[src/rtl/mem_arbiter.sv]
// mem_arbiter: single RAM port shared by instruction fetch and data access.
// Data wins arbitration; fetch is guaranteed a grant after FAIR_LIMIT data grants.
module mem_arbiter #(
  parameter int FAIR_LIMIT = 4,
  parameter int TIMEOUT    = 255
) (
  input  logic        CLK,
  input  logic        nRST,
  input  logic        iREN,
  input  logic [31:0] iaddr,
  input  logic        dREN,
  input  logic        dWEN,
  input  logic [31:0] daddr,
  input  logic [31:0] dstore,
  input  logic [31:0] ramload,
  input  logic        ramready,
  output logic        ramREN,
  output logic        ramWEN,
  output logic [31:0] ramaddr,
  output logic [31:0] ramstore,
  output logic        ihit,
  output logic        dhit,
  output logic [31:0] iload,
  output logic [31:0] dload,
  output logic        busy,
  output logic        timeout_err
);

  localparam int SW  = $clog2(FAIR_LIMIT + 1);
  localparam int TW0 = $clog2(TIMEOUT + 1);
  localparam int WW  = (TW0 > 8) ? TW0 : 8;

  typedef enum logic [1:0] {
    IDLE,
    IGRANT,
    DGRANT
  } state_t;

  state_t state;
  state_t stateNxt;

  logic [31:0]   addrQ;
  logic [31:0]   storeQ;
  logic          writeQ;
  logic [SW-1:0] dstreak;
  logic [WW-1:0] wcnt;
  logic          errQ;

  logic dReq;
  logic fairI;
  logic expired;
  logic granted;

  assign dReq    = dREN | dWEN;
  assign fairI   = iREN && (dstreak == SW'(FAIR_LIMIT));
  assign expired = (wcnt == WW'(TIMEOUT));
  assign granted = (state != IDLE);

  always_comb begin
    stateNxt = state;
    ihit     = 1'b0;
    dhit     = 1'b0;
    ramREN   = 1'b0;
    ramWEN   = 1'b0;
    unique case (state)
      IDLE: begin
        if (fairI)
          stateNxt = IGRANT;
        else if (dReq)
          stateNxt = DGRANT;
        else if (iREN)
          stateNxt = IGRANT;
      end
      IGRANT: begin
        ramREN = 1'b1;
        if (expired) begin
          stateNxt = IDLE;
        end else if (ramready) begin
          ihit     = nRST;
          stateNxt = IDLE;
        end else if (!iREN) begin
          stateNxt = IDLE;
        end
      end
      DGRANT: begin
        ramWEN = writeQ;
        ramREN = !writeQ;
        if (expired) begin
          stateNxt = IDLE;
        end else if (ramready) begin
          dhit     = nRST;
          stateNxt = IDLE;
        end else if (!dReq) begin
          stateNxt = IDLE;
        end
      end
      default: stateNxt = IDLE;
    endcase
  end

  always_ff @(posedge CLK) begin
    if (!nRST) begin
      state   <= IDLE;
      addrQ   <= '0;
      storeQ  <= '0;
      writeQ  <= 1'b0;
      dstreak <= '0;
      wcnt    <= '0;
      errQ    <= 1'b0;
    end else begin
      state <= stateNxt;
      if (!granted) begin
        wcnt <= '0;
        unique case (stateNxt)
          IGRANT: begin
            addrQ   <= iaddr;
            dstreak <= '0;
          end
          DGRANT: begin
            addrQ  <= daddr;
            storeQ <= dstore;
            writeQ <= dWEN;
            // only count data grants that made a fetch wait
            if (!iREN)
              dstreak <= '0;
            else if (dstreak != SW'(FAIR_LIMIT))
              dstreak <= dstreak + 1'b1;
          end
          default: dstreak <= '0;
        endcase
      end else if (!ramready && !expired) begin
        wcnt <= wcnt + 1'b1;
      end
      if (granted && expired)
        errQ <= 1'b1;
    end
  end

  assign ramaddr     = addrQ;
  assign ramstore    = storeQ;
  assign busy        = granted;
  assign timeout_err = errQ;
  assign iload       = ramload;
  assign dload       = ramload;

endmodule

[config.mk]
export PLATFORM = sky130hd
export DESIGN_NAME = mem_arbiter
export DESIGN_NICKNAME = d
export VERILOG_FILES = /design/src/rtl/mem_arbiter.sv
export SDC_FILE = /design/constraint.sdc
export NUM_CORES = 1
export LEC_CHECK = 0
export BUFFER_PORTS_ARGS = -buffer_cell sky130_fd_sc_hd__buf_2
export CAP_MARGIN = 0
export CORE_AREA = 2 2 104 106
export CTS_BUF_LIST = sky130_fd_sc_hd__clkbuf_8
export CTS_CLUSTER_DIAMETER = 30
export CTS_CLUSTER_SIZE = 8
export DETAILED_ROUTE_END_ITERATION = 10
export DIE_AREA = 0 0 106 108
export GPL_TIMING_DRIVEN = 0
export PLACE_DENSITY = 0.76
export SYNTH_ARGS = -nofsm -noshare
export SYNTH_HDL_FRONTEND = slang
export SYNTH_SLANG_ARGS = --single-unit
[constraint.sdc]
create_clock -name CLK -period 5.5 [get_ports CLK]
set_input_delay 0.275 -clock CLK [delete_from_list [all_inputs] [get_ports CLK]]
set_output_delay 0.275 -clock CLK [all_outputs]
set_load 0.02 [all_outputs]
; ---- Word level (Yosys, flattened, before mapping)
; Index checks and enable logic that the tools add are counted.
; Widths: inputs -> output; s select.
[totals]
word_cells = 52
output_inout_bits = 134
reg_bits = 79
[op_classes]
eq_ne = 8
bitwise_logic = 2
muxes = 20
n_addsub = 2
reduce_logical = 13
[op_table]
columns = operator, n
row1 = $pmux 32 s2, 1
row2 = $mux 2, 9
row3 = $mux 3, 3
row4 = $add 8x1->8 const B, 1
row5 = $eq 8x8->1 const B, 1
row6 = $reduce_and 2->1, 4
row7 = $ne 3x3->1 const B, 2
row8 = $pmux 2 s3, 1
row9 = $mux 1, 5
row10 = $eq 2x1->1 const B, 2
row11 = $eq 2x2->1 const B, 2
row12 = $reduce_bool 2->1, 2
row13 = $add 3x1->3 const B, 1
row14 = $eq 3x3->1 const B, 1
row15 = $logic_and 1x1->1, 3
row16 = $logic_not 1->1, 3
row17 = $logic_not 2->1, 1
row18 = $pmux 1 s2, 1
row19 = $not 1->1, 1
row20 = $or 1x1->1, 1

; ---- Logic depth before layout (Yosys ltp)
[depth]
depth_word = 8
depth_mapped = 13
mapped_depth_nobuf = 11

; ---- Worst setup path before layout
; Ideal clock, no wire load.
[synth_path]
path_kind = register to register
startpoint = register state[0]
endpoint = register addrQ[2] (netlist: ramaddr[2])
arrival_time_ns = 2.096
n_path_buf = 3
setup_ns = 0.116
setup_slack_ns = 3.287
t_required_ns = 5.384
stages_incl_launch_ff = 13
cell_sequence = dfxtp_1 inv_1 ha_1 buf_2 inv_2 a2bb2oi_1 or2_1 ha_1 buf_2 buf_4 mux2i_1 nand2_1 o211a_1
[synth_between]
elab_cells_between_ends = 20
cone_classes = 4 x eq/ne / 11 x mux / 1 x bitwise / 4 x reduce/logical
[synth_lines]
columns = element, line
row1 = from (decl), 39  ; state_t state;
row2 = from (signal assigned), 111  ; state <= stateNxt;
row3 = $reduce_bool 2->1, 57  ; assign granted = (state != IDLE);
row4 = net busy, 25  ; output logic busy,
row5 = $not 1->1 (no source line), -
row6 = $reduce_and 2->1 (no source line), -
row7 = to (signal assigned), 116  ; addrQ <= iaddr;
row8 = to (signal assigned), 120  ; addrQ <= daddr;
row9 = to (decl), 42  ; logic [31:0] addrQ;
; The timed path passes the listed nets, and every way through them passes these cells.
; A chain may end at the register's enable or synchronous reset.

; ---- Final worst setup path
[layout_path]
startpoint = register state[0]
endpoint = register addrQ[3] (netlist: ramaddr[3])
[layout_between]
elab_chain_len = 7
elab_cells_between_ends = 20
cone_classes = 4 x eq/ne / 11 x mux / 1 x bitwise / 4 x reduce/logical
[layout_lines]
columns = element, line
row1 = $mux 2 (on tied branches), "93, 71, 81"
row2 = $mux 2 (on tied branches), "90, 69, 78"
row3 = $mux 2 (on tied branches), "88, 67, 76"
row4 = $pmux 2 s3, 65  ; unique case (state)
row5 = $eq 2x2->1 / $eq 2x1->1 (equally long branches), 114  ; unique case (stateNxt)
row6 = $reduce_bool 2->1 (no source line), -
row7 = $reduce_and 2->1 (no source line), -
; Parallel ways exist; a longest one is shown, timed or not.

==> impl_metrics.ini <==
[cts]
clk_path_buf_depth = 2
cts_resized = 0
post-cts-setup-buffers = 0
h-tree-depth = 3
clk_latency_ps = 350
cts-root-buf = clkbuf_8
cts_hold_buf = 0
clock-sinks = 79
tritoncts = yes
cts_buffers = 9
clk_pin_slew_ps = 80

[die]
rows = 37
initial_core_util = 0.395
die_x_um = 106
die_h_um = 108
coreArea_sq_mm = 0.0102
die_area_sq_mm = 0.0114
pin_count = 268

[placement]
place_congestion = 0.845
dp.cells = 818
io_buffer_count = 234
placed_cell_area_sq_mm = 0.00538
place_ws_ps = 2930
place_hpwl_um = 9320

[finish]
syn_to_final_growth_pct = 38.1
nets = 835
post-route-util = 0.545
drive_gt1_frac = 0.483
n_fill_cell = 965
layout.cells.non_filler = 834
fin_area_sq_mm = 0.00558
num_antenna_cells = 0

[route]
avgRoutedWirePerCell_um = 13.8
drc = 0
routed_wl_um = 11500
via_count = 3878
vias_per_cell = 4.65
drtIter0Drc = 99
drtPass1Iterations = 4
antenna_left = 0

[grt]
antenna_found_initial = 0
grt_pass1_vias = 3796
grtUsageTotal = 0.196
grt.overflow.total = 0
grt_first_pass_wirelength_um = 17800
grt_start_max_net_pins = 14

[synth]
synthCells = 448
dominantRegCellSynth = dfxtp_1
ys_types = 43
avgSynthCellArea_sq_um = 9.02
synth-seq-cells = 79
yosysWarningCount = 0
synth_enable_flop_cells = 0
async_flop_share = 0
synth_seq_area_share = 0.391
syn-cell-area_sq_mm = 0.00404
syn_nets = 590

[critical_path]
cp-start-kind = flip-flop
critPathCaptureType = flip-flop
crit_type = reg -> reg
arrival_ps = 2800
crit_fanout = 10
cp.required_ps = 5750

[power]
ir_drop_mv = 0.161
total_power_mw = 1.64
leakagePower_nw = 3.16
power.density_mw_per_mm2 = 294

[sta]
timing.final.crit_share = 0.463
fmax_mhz = 393
setup_tns_ps = 0
whs_ps = 155
hold_violations = 0
fin_crit_ps = 2550
final.setup.worst_slack_ps = 2950
rsz0062_at_grt = false
tightestPinTransition_ps = 462
relSlewSlack = 0.692
slew_viol_final = 0
finClkSkew_ps = 7.30
setup_violations = 0

[outcome]
status = complete, no violations

[hold_path]
holdCritPathClass = in -> reg

[job]
max-cap-violations = 0
## cell usage after synthesis, types with 2 or more instances
cell type	count	area (sq um)
and2_4	2	17.5
and4_1	2	17.5
inv_1	6	22.5
nor2_1	8	30.0
clkbuf_1	10	37.5
buf_4	75	563
o21a_1	2	15.0
a21boi_1	34	255
mux2i_1	32	320
ha_1	8	100
o21ai_0	2	10.0
and2_1	2	12.5
dfxtp_1	79	1580
buf_2	5	25.0
or2_1	2	12.5
nand3_1	4	20.0
a311oi_1	2	17.5
o211a_1	32	320
o21ai_1	3	15.0
nand2_1	105	394
nor2b_1	3	18.8
a31oi_1	4	25.0
a21oi_1	6	30.0
## path summary, 6_finish.rpt
path / start / slack (ps) / to / depth (start not counted)
min reg2reg: ramstore[7] / 460 / ramstore[7] / 2
max reg2reg: state[0] / 2950 / ramaddr[3] / 12
min: dstore[22] / 160 / ramstore[22] / 3
max: state[0] / 2950 / ramaddr[3] / 12
## kinds of logic after synthesis
kind of cell | share of synthesized area
AOI/OAI and AO/OA | 0.189
xor gates and xnor gates | 0.00434
adders and majority gates | 0.0248
buffers and inverters | 0.161
DFF | 0.391
muxes | 0.0793
and+or+nand+nor | 0.150
## where the power goes
part           internal (mW)  switching, mW  total, mW
combinational          0.226          0.313      0.538
clock                  0.220          0.211      0.431
sequential             0.638         0.0340      0.672
## cell usage in the layout (no fill, tap or decap), drive strengths merged, types with 4 or more instances in the layout
cell type and instances:
a21boi 34, nand3 4, buf 314, ha 8, a21oi 6, nand2 106
o21ai 5, mux2i 32, a31oi 4, and2 4, inv 8, nor2 9
clkbuf 20, dfxtp 79, o211a 32
## final cells by class
type                       instances  area, sq um  area share
inverter                           7         26.3     0.00471
timing repair buffer             234         1170       0.210
tap                              136          170      0.0305
buffer                            90          626       0.112
clock buffer                      10          138      0.0247
sequential                        79         1580       0.283
clock inverter                     6         61.3      0.0110
multi-input combinational        272         1810       0.324
## critical path, cell delays in order, from the launching register on
cell,delay [ps]
dfxtp_1,380
inv_1,90
ha_1,190
buf_2,180
inv_2,130
a2bb2oi_1,220
or2_1,140
ha_1,130
buf_2,230
buf_4,260
mux2i_1,270
nand2_1,80
o211a_1,120
## registers in the layout, indices dropped and copies added, names as in the netlist
signal       count
dstreak          3
ramaddr         32
ramstore        32
state            2
timeout_err      1
wcnt             8
writeQ           1
## per-layer routing
| metal | vias up | track usage | part of all wire |
|---|---|---|---|
| met1 | 1757 | 0.219 | 0.39 |
| met3 | 15 | 0.0549 | 0.079 |
| met4 | 0 | 0.0677 | 0.014 |
| li1 | 1940 | - | - |
| met2 | 166 | 0.359 | 0.51 |
| met5 | - | 0 | 0 |
Note: power is estimated with default switching activity, not from simulation.
